$ cat config.mk
export PLATFORM = sky130hd
export DESIGN_NAME = axis_frame_loader
export DESIGN_NICKNAME = d
export VERILOG_FILES = /design/src/rtl/axis_frame_loader.sv
export SDC_FILE = /design/constraint.sdc
export NUM_CORES = 1
export LEC_CHECK = 0
export ABC_AREA = 1
export BUFFER_PORTS_ARGS = -buffer_cell sky130_fd_sc_hd__buf_2
export CORE_MARGIN = 10
export CORE_UTILIZATION = 30
export CTS_CLUSTER_SIZE = 25
export DETAILED_ROUTE_END_ITERATION = 8
export GPL_ROUTABILITY_DRIVEN = 0
export SYNTH_ARGS = -nofsm -noshare
export SYNTH_HDL_FRONTEND = slang
export SYNTH_SLANG_ARGS = --single-unit
$ cat constraint.sdc
create_clock -name clk -period 2.4 [get_ports clk]
set_clock_uncertainty 0.2 [all_clocks]
set_input_delay 0.12 -clock clk [delete_from_list [all_inputs] [get_ports clk]]
set_output_delay 0.12 -clock clk [all_outputs]
set_load 0.02 [all_outputs]
$ cat src/rtl/axis_frame_loader.sv
// rtl/axis_frame_loader.sv - AXI-Stream slave that loads one frame of samples into the frame RAM
//
// Purpose:
//   Accepts a frame from the DMA MM2S stream, unpacks each 32-bit beat into one
//   DATA_SIZE sample and writes it to the frame RAM at addresses 0..LENGTH-1.
//   Frame length and tkeep are checked; sticky status is reported upward.
//
// Ports:
//   clk, rstn          single clock, synchronous active-low reset
//   Start              one-cycle pulse, arms a frame load (only honoured in IDLE)
//   Hold               backpressure request, forces s_axis_tready low
//   s_axis_*           AXI-Stream slave (tdata/tkeep/tlast/tvalid in, tready out)
//   FramData/FramAdd/FramEn  frame-RAM write port, one cycle after acceptance
//   Busy               high while loading or draining
//   Done               one-cycle pulse at end of frame
//   ErrShort/ErrLong/ErrKeep sticky frame errors, cleared by the next Start
//   BeatCount          accepted beats in current/last frame, saturating

module axis_frame_loader #(
  parameter int DATA_SIZE   = 12,
  parameter int LENGTH      = 32768,
  parameter int LENGTH_SIZE = 15
) (
  input  logic                   clk,
  input  logic                   rstn,
  input  logic                   Start,
  input  logic                   Hold,
  input  logic [31:0]            s_axis_tdata,
  input  logic [3:0]             s_axis_tkeep,
  input  logic                   s_axis_tlast,
  input  logic                   s_axis_tvalid,
  output logic                   s_axis_tready,
  output logic [DATA_SIZE-1:0]   FramData,
  output logic [LENGTH_SIZE-1:0] FramAdd,
  output logic                   FramEn,
  output logic                   Busy,
  output logic                   Done,
  output logic                   ErrShort,
  output logic                   ErrLong,
  output logic                   ErrKeep,
  output logic [LENGTH_SIZE:0]   BeatCount
);

  typedef enum logic [1:0] {
    S_IDLE  = 2'd0,
    S_LOAD  = 2'd1,
    S_DRAIN = 2'd2,
    S_DONE  = 2'd3
  } state_t;

  localparam logic [LENGTH_SIZE-1:0] LAST_ADDR = LENGTH_SIZE'(LENGTH - 1);

  state_t                 state_q, state_d;
  logic [LENGTH_SIZE-1:0] addr_q, addr_d;
  logic [LENGTH_SIZE:0]   beat_count_q, beat_count_d;
  logic [DATA_SIZE-1:0]   fram_data_q, fram_data_d;
  logic [LENGTH_SIZE-1:0] fram_add_q, fram_add_d;
  logic                   fram_en_q, fram_en_d;
  logic                   busy_q, busy_d;
  logic                   done_q, done_d;
  logic                   err_short_q, err_short_d;
  logic                   err_long_q, err_long_d;
  logic                   err_keep_q, err_keep_d;

  logic                   accept;
  logic                   keep_bad;
  logic                   at_last_addr;
  logic [LENGTH_SIZE:0]   beat_count_inc;

  // Only the low DATA_SIZE bits of each beat carry a sample.
  logic unused_tdata_hi;
  assign unused_tdata_hi = ^s_axis_tdata[31:DATA_SIZE];

  // tready depends only on registered state and Hold, never on tvalid.
  assign s_axis_tready = ((state_q == S_LOAD) || (state_q == S_DRAIN)) && !Hold;
  assign accept        = s_axis_tvalid && s_axis_tready;
  assign keep_bad      = (s_axis_tkeep != 4'hF);
  assign at_last_addr  = (addr_q == LAST_ADDR);

  // Beat counter sticks at all-ones so a runaway frame cannot wrap it to a small value.
  assign beat_count_inc = (beat_count_q == '1) ? beat_count_q
                                               : beat_count_q + (LENGTH_SIZE+1)'(1);

  always_comb begin
    state_d      = state_q;
    addr_d       = addr_q;
    beat_count_d = beat_count_q;
    fram_data_d  = fram_data_q;
    fram_add_d   = fram_add_q;
    fram_en_d    = 1'b0;
    err_short_d  = err_short_q;
    err_long_d   = err_long_q;
    err_keep_d   = err_keep_q;

    case (state_q)
      S_IDLE: begin
        if (Start) begin
          err_short_d  = 1'b0;
          err_long_d   = 1'b0;
          err_keep_d   = 1'b0;
          beat_count_d = '0;
          addr_d       = '0;
          state_d      = S_LOAD;
        end
      end

      S_LOAD: begin
        if (accept) begin
          fram_data_d  = s_axis_tdata[DATA_SIZE-1:0];
          fram_add_d   = addr_q;
          fram_en_d    = 1'b1;
          beat_count_d = beat_count_inc;
          if (keep_bad) begin
            err_keep_d = 1'b1;
          end
          // The address counter parks on the last address rather than
          // wrapping, so an overlong frame can never overwrite address 0.
          if (!at_last_addr) begin
            addr_d = addr_q + LENGTH_SIZE'(1);
          end
          if (s_axis_tlast) begin
            if (!at_last_addr) begin
              err_short_d = 1'b1;
            end
            state_d = S_DONE;
          end else if (at_last_addr) begin
            err_long_d = 1'b1;
            state_d    = S_DRAIN;
          end
        end
      end

      S_DRAIN: begin
        // Excess beats are consumed so the DMA can finish, but never written.
        if (accept) begin
          beat_count_d = beat_count_inc;
          if (keep_bad) begin
            err_keep_d = 1'b1;
          end
          if (s_axis_tlast) begin
            state_d = S_DONE;
          end
        end
      end

      S_DONE: begin
        state_d = S_IDLE;
      end

      default: begin
        state_d = S_IDLE;
      end
    endcase

    // Busy and Done are registered from the next state so they line up
    // with state_q rather than lagging it by a cycle.
    busy_d = (state_d == S_LOAD) || (state_d == S_DRAIN);
    done_d = (state_d == S_DONE);
  end

  always_ff @(posedge clk) begin
    if (!rstn) begin
      state_q      <= S_IDLE;
      addr_q       <= '0;
      beat_count_q <= '0;
      fram_data_q  <= '0;
      fram_add_q   <= '0;
      fram_en_q    <= 1'b0;
      busy_q       <= 1'b0;
      done_q       <= 1'b0;
      err_short_q  <= 1'b0;
      err_long_q   <= 1'b0;
      err_keep_q   <= 1'b0;
    end else begin
      state_q      <= state_d;
      addr_q       <= addr_d;
      beat_count_q <= beat_count_d;
      fram_data_q  <= fram_data_d;
      fram_add_q   <= fram_add_d;
      fram_en_q    <= fram_en_d;
      busy_q       <= busy_d;
      done_q       <= done_d;
      err_short_q  <= err_short_d;
      err_long_q   <= err_long_d;
      err_keep_q   <= err_keep_d;
    end
  end

  assign FramData  = fram_data_q;
  assign FramAdd   = fram_add_q;
  assign FramEn    = fram_en_q;
  assign Busy      = busy_q;
  assign Done      = done_q;
  assign ErrShort  = err_short_q;
  assign ErrLong   = err_long_q;
  assign ErrKeep   = err_keep_q;
  assign BeatCount = beat_count_q;

endmodule
# ---- After elaboration in Yosys (flattened, before gate mapping)
# Index checks and enable logic that the tools add are counted.
dict set report totals {
  reg_bits 66
  input_bits 42
}
dict set report op_classes {
  n_addsub 2
  eq_ne 18
  muxes 28
  reduce_logical 16
}
# operator n
set op_table {}
lappend op_table {{16-bit two-way mux} 3}
lappend op_table {{15-bit two-way mux} 3}
lappend op_table {{16-bit case mux with 2 select lines} 1}
lappend op_table {{15-bit case mux with 2 select lines} 1}
lappend op_table {{16-bit by 1-bit adder with 16-bit output, second input constant} 1}
lappend op_table {{16-bit equality test, second input constant} 1}
lappend op_table {{15-bit by 1-bit adder with 15-bit output, second input constant} 1}
lappend op_table {{15-bit equality test, second input constant} 1}
lappend op_table {{2-bit inequality test, second input constant} 7}
lappend op_table {{2-bit two-way mux} 6}
lappend op_table {{4-bit AND reduction} 3}
lappend op_table {{1-bit two-way mux} 10}
lappend op_table {{5-bit AND reduction} 2}
lappend op_table {{2-bit equality test, second input constant} 4}
lappend op_table {{2-bit case mux with 4 select lines} 1}
lappend op_table {{1-bit case mux with 2 select lines} 3}
lappend op_table {{2-bit by 1-bit equality test with 1-bit output, second input constant} 2}
lappend op_table {{2-bit by 1-bit inequality test with 1-bit output, second input constant} 2}
lappend op_table {{4-bit inequality test, second input constant} 1}
lappend op_table {{2-bit AND reduction} 2}
lappend op_table {{2-bit nonzero test} 2}
lappend op_table {{1-bit logical AND} 2}
lappend op_table {{2-bit zero test} 1}
lappend op_table {{1-bit logical OR} 2}
lappend op_table {{2 further kinds} 2}

# ---- Depth between registers and ports, before layout
# Gate-level depths: netlist of the first run.
dict set report logic_depth {
  depth_word 8
  depth_mapped 14
  depth_no_buf 13
}

# ---- Least setup slack after synthesis of the first run
# No wires, ideal clock.
dict set report synth_timing {
  path_type {reg-to-reg}
  from {register state_q[1]}
  to {register busy_q (netlist: Busy)}
  setup_time_ns 0.109
  arrival_ns 1.752
  path_slack_ns 0.339
  stages_incl_launch_ff 14
  n_path_buf 2
  period_less_slack_ns 2.061
  path_cell_list {dfxtp_1 inv_1 ha_1 buf_6 nand3_1 nor2_1 buf_2 nand2_1 nand3b_1 nand2_1 nand2_1 ha_1 nand2_1 inv_1}
}
dict set report synth_between {
  elab_chain_cells 8
  word_cells_on_any_way 17
  classes_between {eq/ne (5); mux (7); reduce/logical (5)}
}
# element line_no
set synth_rtl {}
lappend synth_rtl {{start, declared} 53} ;# state_t state_q, state_d;
lappend synth_rtl {{start signal, assigned} 175} ;# state_q <= state_d;
lappend synth_rtl {{2-bit by 1-bit equality test with 1-bit output / 2-bit equality test (equally long branches)} {75, 95}}
lappend synth_rtl {{1-bit logical OR} 75} ;# assign s_axis_tready = ((state_q == S_LOAD) || (state_q == S_DRAIN)) && !Hold;
lappend synth_rtl {{1-bit logical AND} 75}
lappend synth_rtl {{1-bit logical AND} 76} ;# assign accept = s_axis_tvalid && s_axis_tready;
lappend synth_rtl {{2-bit two-way mux, on equally long branches} {135, 108}}
lappend synth_rtl {{2-bit case mux with 4 select lines (*)} 95} ;# case (state_q)
lappend synth_rtl {{named net state_d[1]} 53}
lappend synth_rtl {{2-bit by 1-bit equality test with 1-bit output / 2-bit equality test (equally long branches)} 157} ;# busy_d = (state_d == S_LOAD) || (state_d == S_DRAIN);
lappend synth_rtl {{1-bit logical OR (*)} 157}
lappend synth_rtl {{named net busy_d} 59} ;# logic busy_q, busy_d;
lappend synth_rtl {{end signal, assigned} 181} ;# busy_q <= busy_d;
lappend synth_rtl {{end, declared} 59}
# Mark *: on every way through the listed nets, which the timed path passes. The rest lies on a longest branch.
# A chain may end at the register's enable or synchronous reset.

# ---- Final worst setup path of the first run
dict set report layout_timing {
  from {register state_q[1]}
  to {register beat_count_q[5] (netlist: BeatCount[5])}
}
dict set report layout_between {
  elab_chain_cells 6
  word_cells_on_any_way 13
  classes_between {eq/ne (5); mux (1); reduce/logical (7)}
}
# element line_no
set layout_rtl {}
lappend layout_rtl {{2-bit by 1-bit equality test with 1-bit output / 2-bit equality test (equally long branches)} {75, 95}}
lappend layout_rtl {{1-bit logical OR} 75}
lappend layout_rtl {{1-bit logical AND} 75}
lappend layout_rtl {{1-bit logical AND} 76}
lappend layout_rtl {{2-bit by 1-bit inequality test with 1-bit output (no source line)} --}
lappend layout_rtl {{4-bit AND reduction (no source line)} --}
lappend layout_rtl {{end signal, assigned} 177} ;# beat_count_q <= beat_count_d;
lappend layout_rtl {{end, declared} 55} ;# logic [LENGTH_SIZE:0] beat_count_q, beat_count_d;
# Several ways; a longest one is shown, not always the timed one.

==> metrics.csv, run 1 <==
stage;metric;value;unit
run_status;status;finished clean;
setup_path;Crit path required time;2.43;ns
floorplanning;core area;10800;um2
global_route;first-pass GRT wire length;15.3;mm
layout;Synth-to-Final Area Change;28.2;%
global_route;initial antenna violation count;0;
yosys;Synth Warn #;0;
routing;Vias;3314;
worst_hold_path;worst hold path type;input port to register;
layout;register area;1320;um2
routing;Routed WL;9.03;mm
job;# Max-Cap Violations;0;
clocking;Root Buffer;clkbuf_8;
yosys;post-synth net total;533;
sta;Final Hold Fails;0;
routing;Residual DRC;0;
worst_hold_path;cell depth of the worst hold path;4;
layout;ANT cells;0;
layout;fill count;1139;
clocking;Setup Buffers After CTS;0;
global_route;GRT Overall Usage;11.9;%
sta;share of the clock period used by the worst path;91.2;%
sta;Slew Limit Headroom;49.3;%
floorplanning;Row Count;38;
sta;RSZ-0062 raised after global routing;false;
power;leakage power;1.88;nW
layout;footprint of the multi-input gates;1690;um2
place;dpl cells;689;
clocking;clk buf depth;2;
setup_path;r2r worst-path depth;11;
yosys;Avg Cell Area, Syn;6.76;um2
setup_path;endpoint class of the critical path;register;
routing;first-pass iteration count of the detailed router;4;
routing;DR vias/cell;4.59;
clocking;clock sinks;66;
clocking;Clock Pin Slew Worst Setup and Hold Paths;0.07;ns
setup_path;critical path startpoint category;register;
place;DP HPWL;6.55;mm
layout;post-layout util;39.0;%
yosys;Cells after Synth;485;
place;Placed Area;3790;um2
setup_path;crit path DAT;2.22;ns
setup_path;Crit Path Max Fanout;9;
layout;layout net count;625;
setup_path;crit path kind;register to register;
global_route;vias in the first global route;3189;
sta;final setup TNS;0;ns
layout;fin area;4210;um2
floorplanning;I/O pin count;92;
global_route;largest net degree at the start of global routing;38;
sta;Final Max Tran Viols;0;
floorplanning;Die Ht;125;um
power;Pwr Density;642;nW/um2
clocking;htree depth;3;
floorplanning;Die W;125;um
sta;post-route minimum period;2.19;ns
floorplanning;Die Footprint;15500;um2
routing;wire length per cell;12.5;um
clocking;CTS tree;done;
sta;Min Hold Slack;0.104;ns
yosys;Synth Cell Area;3280;um2
clocking;Clk Latency, worst-skew pair;0.37;ns
place;input/output buffers;71;
power;worst vdd ir;358;uV
yosys;Yosys reg bits;66;
floorplanning;Initial Util;30.4;%
layout;share of layout cells above drive strength 1;20.3;%
layout;final std cells w/o fill;722;
yosys;sequential share of the synthesized area;40.3;%
yosys;post-synthesis cell type count;29;
routing;DR iter-0 viols;228;
sta;Final setup viols;0;
global_route;grt ovf;0;
routing;post-route ant nets;0;
sta;Max Fclk;457;MHz
sta;Worst-Margin Slew;0.760;ns
clocking;CTS Buf Count;9;
## critical path, cell delays in order (launching register included)
cell,delay (ns)
dfxtp_1,0.35
inv_1,0.08
ha_2,0.39
buf_4,0.17
nand2_1,0.05
nor2_1,0.09
nand3_1,0.17
nand2_4,0.17
buf_4,0.17
nor2_1,0.04
a21oi_1,0.11
nor2_1,0.05
## state kept, by name, indices dropped and copies added, names as in the netlist
name       cells
ErrLong        1
ErrKeep        1
Busy           1
FramAdd       15
state_q        2
FramData      12
Done           1
addr_q        15
ErrShort       1
FramEn         1
BeatCount     16
## layer usage
layer	vias to the layer above	global-route usage [%]	part of all wire, %
met2	91	18.4	46
li1	1729	-	-
met5	-	0	0
met4	0	6.03	1.8
met3	11	4.55	7.9
met1	1483	14.0	44
## Yosys cell counts, drive strengths merged
| cell type | n | area share, % |
|---|---|---|
| buf | 9 | 2.0 |
| dfxtp | 66 | 40 |
| ha | 6 | 2.3 |
| a21oi | 30 | 4.6 |
| nor2 | 115 | 14 |
| clkbuf | 7 | 0.80 |
| nor3 | 6 | 0.92 |
| nor3b | 1 | 0.23 |
| xor2 | 7 | 1.9 |
| nand4 | 9 | 1.7 |
| nand2 | 104 | 13 |
| nand3 | 35 | 5.7 |
| o21ai | 38 | 6.1 |
| o21a | 1 | 0.23 |
| inv | 49 | 5.8 |
| o21bai | 1 | 0.23 |
| nand3b | 1 | 0.23 |
## timing repair
item,4_1_cts,5_1_grt
gates resized for setup,0,4
hold buffers,17,0
endpoints found under the hold margin,17,0
setup endpoints to repair,0,11
## final timing paths
path | slack (ns) | from | endpoint
hold reg to reg | 0.24 | ErrKeep | ErrKeep
hold / removal | 0.10 | s_axis_tvalid | FramEn
setup reg to reg | 0.21 | state_q[1] | BeatCount[5]
setup / recovery | 0.21 | state_q[1] | BeatCount[5]
## placed cells by master, fill, tap and decap left out, types with 11 or more instances in the layout
| master | Yosys | final |
|---|---|---|
| nor2_1 | 109 | 108 |
| nand2_1 | 96 | 96 |
| buf_2 | 4 | 71 |
| dfxtp_1 | 66 | 66 |
| inv_1 | 45 | 45 |
| o21ai_0 | 37 | 36 |
| nand3_1 | 34 | 34 |
| a21oi_1 | 30 | 30 |
| dlygate4sd3_1 | 0 | 17 |
| clkbuf_8 | 0 | 11 |
## cells by family after synthesis
kind of cell | synth area share [%]
adders and majority gates | 2.29
xor gates and xnor gates | 1.87
and+or+nand+nor | 35.8
AOI/OAI and AO/OA | 11.2
DFF | 40.3
buffers and inverters | 8.55
## metrics by stage
step	setup slack (ns)	total power [mW]
after global routing	0.0261	2.84
after detailed placement	0.158	1.58
after floorplan	0.339	1.46
after CTS	0.140	2.72
after global placement	0.183	1.58
final	0.211	2.70
## power by group
| group | total [mW] | internal (mW) | switching [mW] | leakage, nW |
|---|---|---|---|---|
| combinational | 0.434 | 0.142 | 0.292 | 1.23 |
| clock | 1.12 | 0.647 | 0.472 | 0.116 |
| sequential | 1.15 | 1.13 | 0.0201 | 0.533 |
| total | 2.70 | 1.92 | 0.785 | 1.88 |
## cell type report
type	instances	area share, %
Clock buffer	11	3.60
Clock inverter	5	2.02
Inverter	49	4.55
Timing Repair Buffer	97	14.1
Sequential cell	66	31.4
Tap cell	140	4.17
Multi-Input combinational cell	354	40.1
Note: power is estimated with default switching activity, not from simulation.
==> run 2, diff against run 1 <==
CELL_PAD_IN_SITES_DETAIL_PLACEMENT = 0   (was default)
CELL_PAD_IN_SITES_GLOBAL_PLACEMENT = 1   (was default)
CORE_MARGIN = 2   (was 10)
PLACE_DENSITY_LB_ADDON = 0.1   (was default)
SKIP_LAST_GASP = 1   (was default)
==> run 2 against run 1 <==
Global-route usage is 4.9 points higher. Worst setup slack worse by 0.011 ns. Clock power hardly changed. Cell count is 0.69% higher. Maximum frequency is 0.52% lower. Hold slack worse by 0.066 ns. Via count is 1.4% lower. Non-clock buffer count is 5 higher. Die area is 24% lower. Power is 0.89% higher. Core utilization is 0.59 points higher.
==> metrics.csv, run 2 (synthesis results as in run 1) <==
stage;metric;value;unit
run_status;status;finished clean;
floorplanning;Row Count;38;
layout;post-layout util;39.6;%
layout;Synth-to-Final Area Change;29.6;%
sta;Final setup viols;0;
power;clock power share;40.7;%
routing;wire length per cell;12.9;um
layout;final std cells w/o fill;727;
sta;Final Hold Fails;0;
setup_path;Worst R2R Setup Slack;0.20;ns
clocking;Setup Buffers After CTS;0;
setup_path;r2r endpoint;Busy;
layout;fill count;1201;
clocking;CTS tree;done;
setup_path;Crit path required time;2.45;ns
power;Pwr Density;641;nW/um2
floorplanning;Die W;109;um
global_route;vias in the first global route;2978;
power;leakage power;1.91;nW
setup_path;R2R Path Start;addr_q[0];
layout;share of layout cells above drive strength 1;20.8;%
sta;RSZ-0062 raised after global routing;true;
layout;layout net count;630;
floorplanning;Initial Util;30.5;%
routing;first-pass iteration count of the detailed router;4;
power;sw frac;29.2;%
power;Reg power frac;42.0;%
global_route;first-pass GRT wire length;15.0;mm
clocking;clk buf depth;2;
power;worst vdd ir;341;uV
routing;Vias;3267;
global_route;initial antenna violation count;0;
clocking;Clock Pin Slew Worst Setup and Hold Paths;0.08;ns
setup_path;crit path kind;register to register;
sta;Worst-Margin Slew;0.721;ns
power;Pwr Total;2.72;mW
global_route;largest net degree at the start of global routing;38;
clocking;Clk Latency, worst-skew pair;0.36;ns
routing;Residual DRC;0;
clocking;htree depth;3;
floorplanning;core area;10700;um2
setup_path;endpoint class of the critical path;register;
clocking;clock sinks;66;
layout;commonest non-fill, non-tap cell in the layout;nor2_1;
worst_hold_path;Hold Path End;ErrLong;
place;DP HPWL;6.72;mm
sta;Min Hold Slack;0.0382;ns
job;# Max-Cap Violations;0;
sta;Max Fclk;454;MHz
routing;post-route ant nets;0;
setup_path;crit path DAT;2.25;ns
floorplanning;I/O pin count;92;
global_route;grt ovf;0;
layout;commonest non-fill, non-tap cells in the layout;108 x nor2_1, 96 x nand2_1, 71 x buf_2;
sta;Final Max Tran Viols;0;
clocking;CTS Buf Count;9;
floorplanning;Die Ht;109;um
place;input/output buffers;71;
clocking;Root Buffer;clkbuf_8;
worst_hold_path;worst hold path type;input port to register;
worst_hold_path;cell depth of the worst hold path;5;
floorplanning;Die Footprint;11800;um2
sta;Slew Limit Headroom;51.9;%
layout;max FFs per register;16;
layout;ANT cells;0;
worst_hold_path;min-delay src;s_axis_tvalid;
setup_path;Crit Path Max Fanout;5;
routing;DR iter-0 viols;191;
setup_path;r2r worst-path depth;13;
power;Int Power;1.93;mW
routing;Routed WL;9.38;mm
global_route;GRT Overall Usage;16.8;%
power;Comb power frac;17.3;%
setup_path;critical path startpoint category;register;
sta;share of the clock period used by the worst path;91.7;%
routing;DR vias/cell;4.49;
power;sw power;795;uW
sta;post-route minimum period;2.20;ns
place;dpl cells;694;
==> run 2: repair_timing <==
item | 4_1_cts | 5_1_grt
endpoints found under the hold margin | 18 | 0
hold buffers | 17 | 0
gates resized for setup | 0 | 5
setup endpoints to repair | 0 | 10
==> run 2: worst max path at each step <==
stage / start / end / slack, ns / depth (start not counted)
final: addr_q[0] / Busy / 0.20 / 13
after global routing: addr_q[0] / Busy / -0.01 / 13
after CTS: state_q[1] / BeatCount[8] / 0.11 / 11
after detailed placement: state_q[1] / BeatCount[13] / 0.13 / 11
after global placement: state_q[1] / BeatCount[13] / 0.14 / 11
after floorplan: state_q[1] / Busy / 0.34 / 13
==> run 2: through the flow <==
stage,area (um2),setup TNS [ns],worst slack (ns)
6_report,4250,0,0.200
5_1_grt,4250,-0.0138,-0.0138
4_1_cts,4240,0,0.112
3_5_place_dp,3840,0,0.130
3_3_place_gp,3840,0,0.144
2_1_floorplan,3280,0,0.339
==> run 2: critical path, stage by stage (launching register included) <==
cell and delay, ns:
dfxtp_1 0.41, ha_1 0.25, nand2_1 0.11, nor2_4 0.17, nand2_2 0.08, nor2_4 0.13, nand2_1 0.05, o21ai_0 0.14
nand2_1 0.06, nand2_1 0.08, inv_1 0.05, ha_1 0.26, nand2_1 0.07, inv_1 0.04
==> run 2: power by group through the flow <==
stage | Sequential [mW] | Clock [mW] | Combinational [mW]
final | 1.15 | 1.11 | 0.472
after CTS | 1.15 | 1.14 | 0.471
after global routing | 1.15 | 1.19 | 0.522
after detailed placement | 1.17 | 0 | 0.450
after global placement | 1.17 | 0 | 0.452
after floorplan | 1.21 | 0 | 0.258
==> run 2: layout make-up <==
cell class                 instances  area [um2]  share of cell area (%)
clock buffer                      12         155                    3.65
clock inverter                     4        73.8                    1.74
inverter                          49         194                    4.56
multi-input combinational        354        1690                    39.7
sequential                        66        1320                    31.1
tap                              140         175                    4.12
timing repair buffer             102         643                    15.1
==> run 2: routing by layer <==
| layer | wire length [um] | part of all wire [%] | global-route usage (%) | up-vias |
|---|---|---|---|---|
| met2 | 4010 | 43 | 25.0 | 56 |
| met4 | 139 | 1.5 | 6.87 | 0 |
| met3 | 393 | 4.2 | 4.22 | 11 |
| met1 | 4840 | 52 | 23.0 | 1458 |
| met5 | 0 | 0 | 0 | - |
| li1 | - | - | - | 1742 |
